File: config.mk
export PLATFORM = sky130hd
export DESIGN_NAME = pts_frame_serializer
export DESIGN_NICKNAME = d
export VERILOG_FILES = /design/src/rtl/pts_pkg.sv /design/src/rtl/pts_frame_serializer.sv
export SDC_FILE = /design/constraint.sdc
export NUM_CORES = 2
export LEC_CHECK = 0
export CAP_MARGIN = 20
export CORE_MARGIN = 4
export CORE_UTILIZATION = 35
export CTS_CLUSTER_DIAMETER = 200
export DETAILED_ROUTE_END_ITERATION = 12
export GPL_TIMING_DRIVEN = 0
export PLACE_DENSITY = 0.67
export SLEW_MARGIN = 10
export SYNTH_ARGS = -nofsm -noshare
export SYNTH_HDL_FRONTEND = slang
export SYNTH_SLANG_ARGS = --single-unit
File: constraint.sdc
create_clock -name clk -period 3.9 [get_ports clk]
set_input_delay 0.78 -clock clk [delete_from_list [all_inputs] [get_ports clk]]
set_output_delay 0.78 -clock clk [all_outputs]
set_load 0.005 [all_outputs]
File: src/rtl/pts_pkg.sv
`default_nettype none
// +----------------------------------------------------------------------------+
// | Module   : pts_pkg                                                         |
// | Purpose  : Shared types and default sizes for the parallel-to-serial      |
// |            frame serializer.                                               |
// | Contents : pts_state_t FSM encoding, default frame geometry, sample_t.     |
// | Revision : 1.0 - initial release                                           |
// +----------------------------------------------------------------------------+
package pts_pkg;

  // Default frame geometry.
  localparam int PTS_NUM_SAMPLES = 48;
  localparam int PTS_SAMPLE_W    = 16;
  localparam int PTS_PAD_SAMPLES = 64;

  typedef enum logic {IDLE, SEND} pts_state_t;

  typedef logic [PTS_SAMPLE_W-1:0] sample_t;

endpackage : pts_pkg
`default_nettype wire

File: src/rtl/pts_frame_serializer.sv
`default_nettype none
// +----------------------------------------------------------------------------+
// | Module   : pts_frame_serializer                                            |
// | Purpose  : Captures one parallel frame of NUM_SAMPLES samples and replays  |
// |            it one sample per accepted beat on a valid/ready stream,       |
// |            flagging the final beat. Frames arriving while busy are        |
// |            dropped and raise a sticky overrun flag.                        |
// | Macro    : PTS_ZERO_PAD_EN - when defined, each frame is extended with     |
// |            zero beats up to PAD_SAMPLES total beats.                       |
// | Ports    : clk, n_rst (async, active-low)                                  |
// |            frame_valid, data_par[NUM_SAMPLES][SAMPLE_W] -> frame_ready    |
// |            serial_out, out_valid, out_last <- out_ready                    |
// |            overrun (sticky) <- clr_overrun                                 |
// | Revision : 1.0 - initial release                                           |
// +----------------------------------------------------------------------------+
module pts_frame_serializer
  import pts_pkg::*;
#(
  parameter int NUM_SAMPLES = PTS_NUM_SAMPLES,
  parameter int SAMPLE_W    = PTS_SAMPLE_W,
  parameter int PAD_SAMPLES = PTS_PAD_SAMPLES
) (
  input  logic                                clk,
  input  logic                                n_rst,
  input  logic                                frame_valid,
  input  logic [NUM_SAMPLES-1:0][SAMPLE_W-1:0] data_par,
  output logic                                frame_ready,
  output logic [SAMPLE_W-1:0]                 serial_out,
  output logic                                out_valid,
  input  logic                                out_ready,
  output logic                                out_last,
  output logic                                overrun,
  input  logic                                clr_overrun
);

`ifdef PTS_ZERO_PAD_EN
  localparam bit c_pad_en = 1'b1;
`else
  localparam bit c_pad_en = 1'b0;
`endif

  // Beats per frame and the derived index geometry.
  localparam int c_beats = c_pad_en ? PAD_SAMPLES : NUM_SAMPLES;
  localparam int IDX_W   = $clog2(c_beats);
  localparam int SH_W    = $clog2(NUM_SAMPLES);

  localparam logic [IDX_W-1:0] c_last_idx = IDX_W'(c_beats - 1);

  pts_state_t          r_state;
  logic [IDX_W-1:0]    r_idx;
  logic [SAMPLE_W-1:0] r_shadow [NUM_SAMPLES];
  logic [SAMPLE_W-1:0] r_serial_out;
  logic                r_out_valid;
  logic                r_out_last;
  logic                r_overrun;

  logic                w_accept;
  logic                w_drop;
  logic [IDX_W-1:0]    w_next_idx;
  logic [SH_W-1:0]     w_rd_idx;
  logic [SAMPLE_W-1:0] w_next_sample;

  assign w_accept   = r_out_valid & out_ready;
  // Anything presented while not idle (including on the final accept) is lost.
  assign w_drop     = frame_valid & (r_state != IDLE);
  assign w_next_idx = r_idx + IDX_W'(1);
  assign w_rd_idx   = w_next_idx[SH_W-1:0];

`ifdef PTS_ZERO_PAD_EN
  // Beats past the captured data carry zeros.
  assign w_next_sample = ({1'b0, w_next_idx} < (IDX_W+1)'(NUM_SAMPLES)) ?
                         r_shadow[w_rd_idx] : '0;
`else
  assign w_next_sample = r_shadow[w_rd_idx];
`endif

  always_ff @(posedge clk or negedge n_rst) begin
    if (!n_rst) begin
      r_state      <= IDLE;
      r_idx        <= '0;
      r_serial_out <= '0;
      r_out_valid  <= 1'b0;
      r_out_last   <= 1'b0;
      r_overrun    <= 1'b0;
      for (int i = 0; i < NUM_SAMPLES; i++) begin
        r_shadow[i] <= '0;
      end
    end else begin
      // Set has priority over clear.
      if (w_drop) begin
        r_overrun <= 1'b1;
      end else if (clr_overrun) begin
        r_overrun <= 1'b0;
      end

      case (r_state)
        IDLE: begin
          if (frame_valid) begin
            for (int i = 0; i < NUM_SAMPLES; i++) begin
              r_shadow[i] <= data_par[i];
            end
            r_idx        <= '0;
            r_serial_out <= data_par[0];
            r_out_valid  <= 1'b1;
            r_out_last   <= 1'b0;  // frame always has at least two beats
            r_state      <= SEND;
          end
        end
        SEND: begin
          // Without an accept every output and the index hold.
          if (w_accept) begin
            if (r_idx == c_last_idx) begin
              r_idx        <= '0;
              r_serial_out <= '0;
              r_out_valid  <= 1'b0;
              r_out_last   <= 1'b0;
              r_state      <= IDLE;
            end else begin
              r_idx        <= w_next_idx;
              r_serial_out <= w_next_sample;
              r_out_last   <= (w_next_idx == c_last_idx);
            end
          end
        end
        default: r_state <= IDLE;
      endcase
    end
  end

  assign frame_ready = (r_state == IDLE);
  assign serial_out  = r_serial_out;
  assign out_valid   = r_out_valid;
  assign out_last    = r_out_last;
  assign overrun     = r_overrun;

endmodule : pts_frame_serializer
`default_nettype wire
==> metrics.md <==
| Metric | Value |
|---|---|
| Status | completed |
| Synth warnings | 0 |
| Fin. max-slew vios | 0 |
| Max cap viols | 0 |
| Fin crit period | 3.78 ns |
| Worst R2R Setup Slack | 0.12 ns |
| Vias | 26238 |
| Register area | 19900 µm² |
| GP Congestion | 0.864 |
| IO Port Bufs | 791 |
| GRT overflow | 0 |
| Finished Layout Cells | 4905 |
| Synth top area share | 55.1% |
| Total GRT Usage | 26.6% |
| Synth Instances | 2518 |
| Synth async-reset ratio | 100% |
| Die outline width | 329 µm |
| Synth top cells by count | 794 x dfrtp_1, 768 x mux2_2, 263 x nand2_1, 128 x mux4_2, 117 x buf_2 |
| DRT antenna net count | 0 |
| Iter 0 DRT Violations | 2015 |
| FF+latch count, synth | 794 |
| DR pass1 iterations | 5 |
| Ratio of cells with drive above 1 in the final layout | 35.3% |
| Postcts setup bufs | 0 |
| Worst hold start | r_shadow[320]$_DFFE_PN0P_ |
| Final Hold Vio Count | 0 |
| Footprint of the multi-input gates | 15300 µm² |
| Worst-case hold path end point | r_shadow[320]$_DFFE_PN0P_ |
| Unrepaired setup endpoints after global routing | false |
| CTS tree | built |
| DP Wirelength | 116000 µm |
| CTS buffer count | 88 |
| Synth Cell Area | 36100 µm² |
| Lkg Pwr | 20.7 nW |
| DIE AREA | 108000 µm² |
| IO Count | 793 |
| Number of flops mapped to enable cells by yosys | 0 |
| CP endpoint kind | flip-flop |
| Max Clock Skew | 0.0273 ns |
| Root Driver | clkbuf_16 |
| Setup violators final | 0 |
| Relative slew slack | 38.4% |
| Fill count | 9144 |
| Wire per inst | 30.0 µm |
| Total Wirelength | 147000 µm |
| Reg clk slew, reported paths | 0.06 ns |
| DIE HEIGHT | 329 µm |
| Crit path required time | 4.40 ns |
| Crit start category | flip-flop |
| Vias in the first global route | 27616 |
| Pin count of the biggest net entering global routing | 102 |
| Synth Flop Type | dfrtp_1 |
| Clock sink count | 794 |
| First-pass GRT wire length | 203000 µm |
| Site Rows | 117 |
| Synth Area per Inst | 14.3 µm² |
| Cell taking the most area after synthesis | dfrtp_1 |
| Drt drc | 0 |
| Pwr dens | 580 nW/µm² |
| Vias per std cell | 5.35 |
| Initial core utilization | 35.4% |
| CP Data Arrival Time | 4.29 ns |
| Worst skew pair latency | 0.66 ns |
| Core area | 102000 µm² |
| Nets | 4185 |
| Period utilization | 97.0% |
| Fmax | 264 MHz |
| Initial antenna violation count | 86 |
| Dpl cells | 4687 |
| Setup TNS | 0 ns |
| Worst hold path depth | 1 |
| # H-tree levels | 3 |
| WS Path Type | flip-flop to flip-flop |
| Cell variety after synth | 54 |
| R2R Path End | serial_out[2]$_DFFE_PN0P_ |
| Hold WC Path Type | flip-flop to flip-flop |
| Share of the yosys chip area belonging to registers | 55.1% |
| R2R Path Start | r_idx[0]$_DFFE_PN0P_ |
| Tightest Pin Transition | 0.923 ns |
| Syn_nets | 3293 |
| Most frequent cell after synthesis | dfrtp_1 |
| Crit-path max FO | 10 |
| Clk buf depth | 3 |
| Top post-synthesis cells by area | dfrtp_1 55%, mux2_2 24%, mux4_2 8.0%, nand2_1 2.7%, buf_2 1.6% |
| Layout overhead on the synthesized area | 36.5% |
| Cells on worst reg2reg path | 11 |
| Worst vdd rail ir drop | 0.402 mV |
sequential cells by signal, summed over array words and instances, names as in the netlist:
| name | cells |
|---|---|
| out_last | 1 |
| out_valid | 1 |
| overrun | 1 |
| r_idx | 6 |
| r_shadow | 768 |
| r_state | 1 |
| serial_out | 16 |
layout by cell type (no fill, tap or decap), drive strengths merged, types with 2 or more instances in the layout:
cell and n:
a211oi 24, buf 162, diode 60, a2111oi 4
and2 26, bufinv 7, a21oi 24, nand2 263
nor2 10, o31ai 13, clkbuf 166, nand3 91
xor2 2, clkinvlp 3, nand2b 2, a311o 12
nor2b 3, nand3b 4, clkinv 11, xnor2 2
a32oi 20, a41oi 12, o22ai 4, and3 2
dfrtp 794, mux4 128, mux2 768, nor3 4
a222oi 12, clkdlybuf4s50 790, a211o 4, o21ai 12
o21a 7, inv 7, a31oi 20, a21o 3
mux2i 48, ha 2
layer usage:
| metal | vias to the layer above | global-route usage (%) | part of all wire [%] |
|---|---|---|---|
| li1 | 11124 | - | - |
| met1 | 13689 | 32.6 | 39 |
| met2 | 1090 | 42.8 | 48 |
| met3 | 287 | 9.06 | 9.1 |
| met4 | 48 | 11.7 | 4.1 |
| met5 | - | 0 | 0.21 |
logic make-up after synthesis:
| logic type | Yosys count | synth area share, % |
|---|---|---|
| DFF | 794 | 55.1 |
| xor gates and xnor gates | 4 | 0.159 |
| AOI/OAI and AO/OA | 178 | 3.72 |
| buffers and inverters | 188 | 2.81 |
| adders and majority gates | 2 | 0.0693 |
| and+or+nand+nor | 408 | 4.90 |
| muxes | 944 | 33.3 |
repair_timing:
| item | in CTS | in global routing |
|---|---|---|
| resized for setup | 28 | 11 |
| hold buffers | 1 | 0 |
| endpoints found under the setup margin | 15 | 11 |
| gates cloned | 0 | 0 |
| endpoints found under the hold margin | 26 | 0 |
report_power, final:
group	leakage, nW	internal [mW]	switching (mW)
registers	9.83	9.27	0.618
clock network	1.45	5.08	3.55
logic	9.40	4.10	5.94
total	20.7	18.4	10.1
worst max-delay path by stage:
stage,start,to,slack [ns],cells past startpoint
4_1_cts,r_idx[0]$_DFFE_PN0P_,serial_out[10]$_DFFE_PN0P_,0.004,11
3_3_place_gp,n_rst,r_shadow[133]$_DFFE_PN0P_,-35.28,1
3_5_place_dp,r_idx[0]$_DFFE_PN0P_,serial_out[10]$_DFFE_PN0P_,-0.73,11
6_report,r_idx[0]$_DFFE_PN0P_,serial_out[2]$_DFFE_PN0P_,0.12,11
5_1_grt,r_idx[0]$_DFFE_PN0P_,serial_out[15]$_DFFE_PN0P_,0.004,11
2_1_floorplan,r_idx[0]$_DFFE_PN0P_,serial_out[10]$_DFFE_PN0P_,1.24,11
worst max-delay path: stages, from the launching register on:
cell and delay [ns]:
dfrtp_1 0.36, buf_6 0.18, inv_1 0.19, ha_1 0.33
buf_2 0.28, and2_1 0.17, clkbuf_1 0.23, clkbuf_1 0.59
nand3_1 0.23, a41oi_1 0.58, a311o_2 0.37, o31ai_1 0.12
metrics by stage:
step                      utilization, %  hold WS [ns]  setup WS (ns)  power (mW)  instance area (µm²)
final                               48.3         0.502          0.116        28.5                49200
after global routing                48.2         0.511        0.00358        29.7                49200
after CTS                           48.1         0.503        0.00364        28.7                49100
after detailed placement            45.1         0.490         -0.734        19.9                46000
after global placement              44.8         0.483         -35.28        19.9                45700
after floorplan                        -         0.475           1.24        15.0                36100
layout make-up:
class                      count  area share, %
antenna                       60          0.305
tap                         1368           3.48
buffer                       184           2.08
timing repair buffer         802           16.6
sequential                   794           40.3
inverter                       4         0.0305
clock inverter                24          0.744
multi-input combinational   1536           31.1
clock buffer                 133           5.28
No activity file was read; power rests on OpenSTA's default activity.
